File: src/rtl/exh_mon_pkg.sv
// Shared types and default sizing for the exhaustive adder-test monitor.
`timescale 1ns/1ps
package exh_mon_pkg;

  typedef enum logic [1:0] {
    ST_IDLE   = 2'd0,
    ST_RUN    = 2'd1,
    ST_REPORT = 2'd2
  } state_t;

  localparam int DEF_WIDTH = 4;
  localparam int DEF_CNT_W = 10;

  // A full sweep covers every {cin, b, a} combination exactly once.
  function automatic int exp_vectors(input int width);
    return 1 << (2 * width + 1);
  endfunction

endpackage

File: src/rtl/sat_counter.sv
// Saturating up-counter; next value exposed so callers can act on post-update counts.
// Updates one edge after i_inc; i_clr wins over i_inc, rst wins over both.
`timescale 1ns/1ps
module sat_counter #(
  parameter int W = 8
) (
  input  logic         clk,
  input  logic         rst,
  input  logic         i_inc,
  input  logic         i_clr,
  output logic [W-1:0] o_q,
  output logic [W-1:0] o_nxt
);

  always_comb begin
    o_nxt = o_q;
    if (i_clr) begin
      o_nxt = '0;
    end else if (i_inc && (o_q != '1)) begin
      o_nxt = o_q + 1'b1;
    end
  end

  always_ff @(posedge clk) begin
    if (rst) begin
      o_q <= '0;
    end else begin
      o_q <= o_nxt;
    end
  end

endmodule

File: src/rtl/exhaustive_test_monitor.sv
// Monitor for the exhaustive adder tester: counts vectors/failures, captures first failure, registers a verdict.
// All outputs registered, one edge after the sampled inputs; no backpressure. Sweep-order checker: EXH_MON_ORDER_CHECK_EN.
`timescale 1ns/1ps
module exhaustive_test_monitor
  import exh_mon_pkg::*;
#(
  parameter int WIDTH            = DEF_WIDTH,
  parameter int CNT_W            = DEF_CNT_W,
  parameter int EXPECTED_VECTORS = exp_vectors(WIDTH)
) (
  input  logic             clk,
  input  logic             rst,
  input  logic             vec_valid,
  input  logic [WIDTH-1:0] a,
  input  logic [WIDTH-1:0] b,
  input  logic             cin,
  input  logic             error,
  input  logic             done,
  input  logic             clear,
  output logic [CNT_W-1:0] vec_count,
  output logic [CNT_W-1:0] err_count,
  output logic             fail_valid,
  output logic [WIDTH-1:0] first_fail_a,
  output logic [WIDTH-1:0] first_fail_b,
  output logic             first_fail_cin,
  output logic             order_err,
  output logic             finished,
  output logic             pass
);

  localparam logic [CNT_W-1:0] EXP_CNT = CNT_W'(EXPECTED_VECTORS);

  state_t             r_state;
  logic               r_fail_valid;
  logic [WIDTH-1:0]   r_ff_a;
  logic [WIDTH-1:0]   r_ff_b;
  logic               r_ff_cin;
  logic               r_finished;
  logic               r_pass;

  logic               w_accept;
  logic               w_clear;
  logic               w_order_nxt;
  logic               w_verdict;
  logic [CNT_W-1:0]   w_vec_nxt;
  logic [CNT_W-1:0]   w_err_nxt;

  assign w_accept = vec_valid && (r_state != ST_REPORT);
  assign w_clear  = clear && (r_state == ST_REPORT);

  sat_counter #(.W(CNT_W)) u_vec_cnt (
    .clk   (clk),
    .rst   (rst),
    .i_inc (w_accept),
    .i_clr (w_clear),
    .o_q   (vec_count),
    .o_nxt (w_vec_nxt)
  );

  sat_counter #(.W(CNT_W)) u_err_cnt (
    .clk   (clk),
    .rst   (rst),
    .i_inc (w_accept && error),
    .i_clr (w_clear),
    .o_q   (err_count),
    .o_nxt (w_err_nxt)
  );

`ifdef EXH_MON_ORDER_CHECK_EN
  localparam int IDX_W = 2 * WIDTH + 1;

  logic [IDX_W-1:0] r_exp_idx;
  logic             r_order_err;
  logic [IDX_W-1:0] w_idx;

  assign w_idx       = {cin, b, a};
  assign w_order_nxt = r_order_err || (w_accept && (w_idx != r_exp_idx));

  // After a mismatch, track the received sequence so one gap flags only once.
  always_ff @(posedge clk) begin
    if (rst || w_clear) begin
      r_exp_idx   <= '0;
      r_order_err <= 1'b0;
    end else if (w_accept) begin
      r_exp_idx   <= w_idx + 1'b1;
      r_order_err <= w_order_nxt;
    end
  end

  assign order_err = r_order_err;
`else
  assign w_order_nxt = 1'b0;
  assign order_err   = 1'b0;
`endif

  // Verdict uses post-update counts so a vector arriving with done is included.
  assign w_verdict = (w_err_nxt == '0) && (w_vec_nxt == EXP_CNT) && !w_order_nxt;

  always_ff @(posedge clk) begin
    if (rst) begin
      r_state      <= ST_IDLE;
      r_fail_valid <= 1'b0;
      r_ff_a       <= '0;
      r_ff_b       <= '0;
      r_ff_cin     <= 1'b0;
      r_finished   <= 1'b0;
      r_pass       <= 1'b0;
    end else begin
      case (r_state)
        ST_IDLE, ST_RUN: begin
          if (w_accept && error && !r_fail_valid) begin
            r_fail_valid <= 1'b1;
            r_ff_a       <= a;
            r_ff_b       <= b;
            r_ff_cin     <= cin;
          end
          if (done) begin
            r_state    <= ST_REPORT;
            r_finished <= 1'b1;
            r_pass     <= w_verdict;
          end else if (vec_valid) begin
            r_state <= ST_RUN;
          end
        end
        ST_REPORT: begin
          if (clear) begin
            r_state      <= ST_IDLE;
            r_fail_valid <= 1'b0;
            r_ff_a       <= '0;
            r_ff_b       <= '0;
            r_ff_cin     <= 1'b0;
            r_finished   <= 1'b0;
            r_pass       <= 1'b0;
          end
        end
        default: r_state <= ST_IDLE;
      endcase
    end
  end

  assign fail_valid     = r_fail_valid;
  assign first_fail_a   = r_ff_a;
  assign first_fail_b   = r_ff_b;
  assign first_fail_cin = r_ff_cin;
  assign finished       = r_finished;
  assign pass           = r_pass;

endmodule

File: config.mk
export PLATFORM = sky130hd
export DESIGN_NAME = exhaustive_test_monitor
export DESIGN_NICKNAME = d
export VERILOG_FILES = /design/src/rtl/exh_mon_pkg.sv /design/src/rtl/sat_counter.sv /design/src/rtl/exhaustive_test_monitor.sv
export SDC_FILE = /design/constraint.sdc
export NUM_CORES = 1
export LEC_CHECK = 0
export BUFFER_PORTS_ARGS = -buffer_cell sky130_fd_sc_hd__buf_4
export CAP_MARGIN = 20
export CORE_UTILIZATION = 35
export CTS_BUF_LIST = sky130_fd_sc_hd__clkbuf_8
export DETAILED_ROUTE_END_ITERATION = 10
export GPL_ROUTABILITY_DRIVEN = 1
export PLACE_DENSITY = 0.6
export SETUP_SLACK_MARGIN = 0.15
export SLEW_MARGIN = 20
export SYNTH_ARGS = -nofsm -noshare
export SYNTH_HDL_FRONTEND = slang
export SYNTH_SLANG_ARGS = --single-unit
export TNS_END_PERCENT = 50
File: constraint.sdc
create_clock -name clk -period 1.9 [get_ports clk]
set_input_delay 0.19 -clock clk [delete_from_list [all_inputs] [get_ports clk]]
set_output_delay 0.19 -clock clk [all_outputs]
set_load 0.01 [all_outputs]
==> run_results.csv, run 1 <==
group,metric,value,unit
yosys,synth_area_per_cell,8.06,um^2
worst_setup_path,critPathBufInv,0,
run_status,outcome,"finished with violations",
clock_tree,cts_buffers,5,
min_path,hold_path_end,"r_state[0]",
placed_design,place_inst,378,
clock_tree,clkLatencyLatePin,0.29,ns
timing,fin_crit,1.98,ns
worst_setup_path,cp-start-kind,"flip-flop",
worst_setup_path,r2r_start,"u_err_cnt.o_q[1]",
yosys,synth-seq-cells,34,
yosys,yosysSeqAreaShare,38.4,%
worst_setup_path,critical_path_arrival,2.21,ns
yosys,synth_area_leaders,"dfxtp_1 (38%), nand2_1 (5.9%), nor2_1 (5.9%)",
placed_design,gp_congestion,0.958,
worst_setup_path,critPathKind,"reg -> reg",
timing,grt_setup_unrepaired,"yes",
timing,max_freq,0.506,GHz
timing,skew,0.00962,ns
layout,drive_above_1_share,49.8,%
floorplan,boundaryPins,48,
floorplan,die-area,0.00535,mm^2
flow_run,cap_violations,0,
timing,fin_ws,-0.0771,ns
routing,wl,5440,um
yosys,syn_inst,220,
min_path,holdPathStages,2,
layout,layout.cells.non_filler,390,
yosys,synth_edf_count,0,
yosys,synth_top_cell_by_area,"dfxtp_1",
global_routing,grt_use_total,21.2,%
floorplan,core,0.00479,mm^2
power_and_ir_drop,vdd_ir_drop_max,0.461,mV
routing,ant_nets,0,
routing,first_pass_iters,4,
worst_setup_path,slowest_delay,0.44,ns
placed_design,place.port_buffers,46,
routing,avgViaCountPerCell,5.13,
yosys,netlist_area,0.00177,mm^2
floorplan,die_h,73.2,um
timing,final_max_slew_viol_count,0,
layout,fin_nets,339,
clock_tree,htreeDepth,2,
timing,finalHoldViolCount,0,
clock_tree,cts_hold_buf,0,
worst_setup_path,slowest_stage,"or3b_4",
yosys,synth_fp_nets,237,
routing,dr_total_vias,2002,
global_routing,grt-ovfl-total,0,
worst_setup_path,crit_family,"simple AND/OR/NAND/NOR gates",
floorplan,initial_core_util,37.0,%
yosys,synth_top_area_share,38.4,%
worst_setup_path,rr_worst_depth,7,
timing,finalSetupViolCount,1,
routing,drc_errors,0,
worst_setup_path,worst-path-max-fanout,3,
timing,post-route-period-util,104,%
clock_tree,clock_sinks,34,
yosys,synth_ff_type,"dfxtp_1",
routing,wl_per_cell,14.0,um
min_path,worstHoldStart,"done",
yosys,synth_warnings,0,
layout,num_antenna_cells,0,
global_routing,grt_pass1_vias,1932,
run_status,failed_checks,"negative setup slack",
worst_setup_path,rrSetupSlack,-0.08,ns
layout,area_growth_syn_to_layout,63.3,%
clock_tree,clk_pin_slew,0.08,ns
power_and_ir_drop,p_leak,1.20,nW
worst_setup_path,critPathCaptureType,"flip-flop",
placed_design,place_hpwl,3830,um
clock_tree,cts_buffer_depth,2,
min_path,hold_path_class,"in -> reg",
yosys,ys_types,51,
clock_tree,root_buffer,"clkbuf_8",
global_routing,grt_antenna_before_repair,0,
worst_setup_path,path_cells,"and4_4 > nand4_1 > or3b_4 > mux2_4 > o2bb2ai_4 > a41oi_2 > o21ai_2",
global_routing,grt_pass1_wl,8720,um
power_and_ir_drop,power_density,628,mW/mm^2
worst_setup_path,cp.required,2.13,ns
floorplan,die_w,73.2,um
clock_tree,cts_tree,"yes",
timing,fin_setup_tns,-0.0771,ns
global_routing,grt_max_degree,21,
yosys,async_flop_share,0,%
worst_setup_path,reg2reg_to,"pass",
floorplan,row_count,25,
routing,drt_iter0_markers,132,
-- layer usage --
metal / routed length (um) / up-vias / global-route usage [%]
li1: - / 992 / -
met2: 2530 / 71 / 33.4
met3: 300 / 7 / 4.42
met4: 73 / 0 / 7.63
met5: 0 / - / 0
met1: 2540 / 932 / 28.4
-- synth_stat cells, types with 2 or more instances --
master,n
dfxtp_1,34
nand2_1,28
nor2_1,28
nand3_1,18
a21oi_1,14
nand4_1,9
nor3_1,9
a31oi_1,5
xor2_1,5
clkbuf_1,4
inv_1,4
o21ai_0,4
xnor2_1,4
a211oi_1,3
and2_1,3
and3_1,3
buf_4,3
nand2b_1,3
a41oi_1,2
and4_1,2
buf_2,2
ha_1,2
nor2b_1,2
nor4_1,2
-- logic make-up (layout without fill, tap and decap cells) --
logic type	Yosys count	after routing	synth area share, %
flops	34	34	38.4
compound gates	41	41	16.6
fa+ha+maj	2	2	1.41
xor+xnor	9	9	4.45
simple gates	116	116	33.2
other cells	1	1	0.212
buf+inv	14	117	3.74
mux	3	3	2.05
-- placed cells by master, fill, tap and decap left out, types with 5 or more instances in the layout --
cell / instances
nor2_1: 25
dfxtp_2: 11
nand3_1: 18
nor3_1: 6
dfxtp_1: 21
nand4_1: 9
buf_4: 104
clkbuf_8: 5
a21oi_1: 14
nand2_1: 26
-- per-stage QoR --
step	cell area, um^2	power, mW	worst slack [ns]	utilization (%)	hold WS, ns
5_1_grt	2900	1.89	-0.135	60.5	0.0442
3_3_place_gp	2600	1.00	-0.123	54.2	0.366
6_report	2900	1.82	-0.0771	60.5	0.0606
4_1_cts	2830	1.82	-0.0516	59.2	0.0581
3_5_place_dp	2600	1.00	-0.0976	54.2	0.370
2_1_floorplan	1820	0.882	-0.0479	-	0.269
-- how the worst max path moves through the flow --
stage	start	endpoint	slack [ns]	cells after the start
final	u_err_cnt.o_q[1]	pass	-0.08	7
after global routing	u_vec_cnt.o_q[0]	pass	-0.13	8
after CTS	u_vec_cnt.o_q[8]	pass	-0.05	8
after detailed placement	u_err_cnt.o_q[0]	pass	-0.1	8
after global placement	u_err_cnt.o_q[0]	pass	-0.12	7
after floorplan	u_vec_cnt.o_q[6]	pass	-0.05	8
-- repair_timing --
action / 4_1_cts / 5_1_grt
setup buffers: 3 / 1
pin swaps: 5 / 6
setup endpoints to repair: 14 / 14
resized for setup: 15 / 13
-- cell type report --
cell class / instances / area (um^2)
clock inverters: 3 / 68.8
well taps: 67 / 83.8
inverters: 4 / 15.0
flip-flops and latches: 34 / 702
repair buffers: 105 / 792
fillers: 429 / 1890
multi-input cells: 172 / 1160
clock buffers: 5 / 68.8
-- sequential cells by signal, summed over array words and instances, names as in the netlist --
name            count
u_err_cnt.o_q      10
u_vec_cnt.o_q      10
first_fail_a        4
first_fail_b        4
r_state             2
fail_valid          1
finished            1
first_fail_cin      1
pass                1
-- report_power, final --
part           internal [mW]  total, mW  switching, mW  leakage [nW]
clock network          0.526      0.808          0.282        0.0683
registers              0.734      0.751         0.0170         0.283
logic                  0.133      0.259          0.126         0.848
total                   1.39       1.82          0.425          1.20
Power figures use the tool's default switching activity.
==> run 2, diff against run 1 <==
ABC_AREA = 1   (was unset)
PLACE_DENSITY = 0.59   (was 0.6)
==> run 2 against run 1 <==
  * The run now ends clean
  * Final cell count is 11% higher
  * Cell area fell by 7.4%
  * Flip-flop and latch count did not move
  * Utilization decreased by 12 points
  * Setup slack better by 0.19 ns
  * Combinational power barely moved
  * Critical endpoint unchanged
==> run_results.csv, run 2 <==
group,metric,value,unit
floorplan,core,0.00551,mm^2
routing,wl_per_cell,12.5,um
layout,final_cell_mix,"nand2_1 (66), buf_4 (61), nand3_1 (52)",
routing,first_pass_iters,4,
routing,ant_nets,0,
clock_tree,clkLatencyLatePin,0.29,ns
min_path,hold_path_class,"in -> reg",
clock_tree,cts_buffer_depth,2,
placed_design,place_area,0.00243,mm^2
yosys,synth_compound_area_share,4.47,%
yosys,synth_edf_count,0,
worst_setup_path,critPathCaptureType,"flip-flop",
power_and_ir_drop,swShare,28.0,%
routing,dr_total_vias,2098,
power_and_ir_drop,p_leak,1.23,nW
power_and_ir_drop,power_frac_seq,48.2,%
layout,area_growth_syn_to_layout,34.8,%
global_routing,grt_max_degree,35,
yosys,synth_area_per_cell,6.63,um^2
yosys,muxShareOfSynthArea,0,%
worst_setup_path,critPathKind,"reg -> reg",
layout,layout_commonest_cell,"nand2_1",
placed_design,place_hpwl,3680,um
yosys,synth-seq-cells,34,
worst_setup_path,cp-start-kind,"flip-flop",
floorplan,die_w,77.4,um
global_routing,grt_pass1_vias,1965,
worst_setup_path,rrSetupSlack,0.11,ns
floorplan,boundaryPins,48,
power_and_ir_drop,power_density,588,mW/mm^2
routing,drt_iter0_markers,139,
clock_tree,clock_sinks,34,
timing,fin_crit,1.79,ns
power_and_ir_drop,p_clk_share,35.5,%
layout,final_area,0.00268,mm^2
min_path,hold_path_end,"r_state[0]",
placed_design,gp_congestion,0.830,
global_routing,grt_antenna_before_repair,0,
floorplan,initial_core_util,36.1,%
yosys,synth_top_area_share,34.2,%
floorplan,die_h,77.4,um
yosys,yosys.area_share.xor_xnor,0.881,%
worst_setup_path,crit_start,"u_err_cnt.o_q[1]",
timing,post-route-period-util,94.3,%
yosys,synth_warnings,0,
layout,drive_above_1_share,32.0,%
layout,fin_nets,378,
flow_run,cap_violations,0,
timing,finalSetupViolCount,0,
power_and_ir_drop,power.switching,0.441,mW
yosys,synth_most_common_cell,"nand2_1",
clock_tree,root_buffer,"clkbuf_8",
timing,skew,0.00808,ns
timing,fin_ws,0.109,ns
power_and_ir_drop,comb_power_share,16.3,%
yosys,synth_ff_type,"dfxtp_1",
min_path,worstHoldStart,"done",
yosys,syn_inst,300,
min_path,holdPathStages,2,
layout,reg_top3,"u_err_cnt.o_q: 10 flops, u_vec_cnt.o_q: 10 flops",
routing,drc_errors,0,
placed_design,place.port_buffers,46,
yosys,netlist_area,0.00199,mm^2
placed_design,place_inst,419,
global_routing,grt_pass1_wl,9030,um
timing,max_freq,0.558,GHz
clock_tree,htreeDepth,2,
clock_tree,cts_tree,"yes",
worst_setup_path,r2r_start,"u_err_cnt.o_q[1]",
worst_setup_path,cp.required,2.13,ns
yosys,synthAdderAreaFrac,1.26,%
yosys,synth_commonest_cells,"nand2_1 (69), nand3_1 (53), nor2_1 (42)",
yosys,synth_fp_nets,317,
yosys,synth_area_leaders,"dfxtp_1 (34%), nand3_1 (13%), nand2_1 (13%)",
yosys,async_flop_share,0,%
clock_tree,clk_pin_slew,0.07,ns
yosys,synth_top_cell_by_area,"dfxtp_1",
power_and_ir_drop,vdd_ir_drop_max,0.366,mV
floorplan,row_count,27,
worst_setup_path,reg2reg_to,"pass",
timing,grt_setup_unrepaired,"yes",
timing,finalHoldViolCount,0,
timing,final_max_slew_viol_count,0,
worst_setup_path,critical_path_arrival,2.02,ns
yosys,synth_simple_gate_area_share,47.7,%
yosys,synth_top_family_by_area,"simple AND/OR/NAND/NOR gates",
layout,layout.cells.non_filler,434,
power_and_ir_drop,p_int,1.13,mW
yosys,ys_types,31,
run_status,outcome,"finished, final reports clean",
routing,avgViaCountPerCell,4.83,
layout,num_antenna_cells,0,
global_routing,grt_use_total,18.8,%
layout,fill_cells,594,
worst_setup_path,worst-path-max-fanout,5,
worst_setup_path,rr_worst_depth,16,
placed_design,dp_slack,-0.0497,ns
timing,fin_setup_tns,0,ns
yosys,yosysSeqAreaShare,34.2,%
clock_tree,cts_buffers,5,
global_routing,grt-ovfl-total,0,
floorplan,die-area,0.00599,mm^2
routing,wl,5410,um
run 2: kinds of logic (layout without fill, tap and decap cells):
logic type	count (synthesis)	in the layout
xor gates and xnor gates	2	2
buffers and inverters	49	108
and+or+nand+nor	196	199
DFF	34	34
adders and majority gates	2	2
other	1	1
AOI/OAI and AO/OA	16	16
run 2: cell type report:
class	instances	area, um^2	share of cell area (%)
Inverter	38	143	5.32
Sequential cell	34	688	25.7
Tap cell	72	90.1	3.36
Clock inverter	2	8.76	0.327
Timing Repair Buffer	62	469	17.5
Multi-Input combinational cell	220	1200	44.8
Clock buffer	6	82.6	3.08
run 2: worst max-delay path: stages, from the launching register on:
cell	delay [ns]
dfxtp_2	0.36
ha_4	0.15
nand2_4	0.06
nor2_4	0.21
buf_6	0.13
nand2_1	0.04
nand2_1	0.07
nand2_1	0.05
nand2_1	0.06
nand2_1	0.06
nand2_2	0.07
nand2_2	0.06
inv_2	0.04
nand2_1	0.06
nor2_1	0.12
nand2_1	0.07
a21oi_2	0.10
run 2: repair_timing:
item                                    4_1_cts  5_1_grt
resized for setup                             7       18
endpoints found under the setup margin        1        1
gates cloned                                  3        0
pin swaps                                     4        8
hold buffers                                  0        0
buffers inserted                              3        1
run 2: worst max-delay path by stage:
| stage | to | slack [ns] |
|---|---|---|
| finish | pass | 0.11 |
| global route | pass | -0.03 |
| CTS | pass | 0.13 |
| detailed placement | pass | -0.05 |
| global placement | pass | -0.02 |
| floorplan | pass | 0.19 |
run 2: metal layers:
metal	vias to the layer above	track usage, %	wire (um)
met3	4	4.00	206
met2	36	30.9	2700
li1	1077	-	-
met1	981	23.6	2470
met5	-	0	0
met4	0	8.30	40
run 2: stage by stage:
stage	total power, mW	hold WS (ns)	util (%)
after floorplan	0.914	0.269	-
after global placement	1.01	0.370	44.2
after detailed placement	1.01	0.373	44.2
after CTS	1.59	0.0662	47.3
after global routing	1.66	0.0688	48.7
final	1.58	0.0726	48.7
run 2: power groups by stage:
stage | Sequential, mW | Combinational [mW] | Clock [mW]
4_1_cts | 0.757 | 0.252 | 0.582
2_1_floorplan | 0.781 | 0.133 | 0
3_5_place_dp | 0.770 | 0.244 | 0
6_report | 0.759 | 0.258 | 0.559
3_3_place_gp | 0.770 | 0.244 | 0
5_1_grt | 0.762 | 0.286 | 0.615
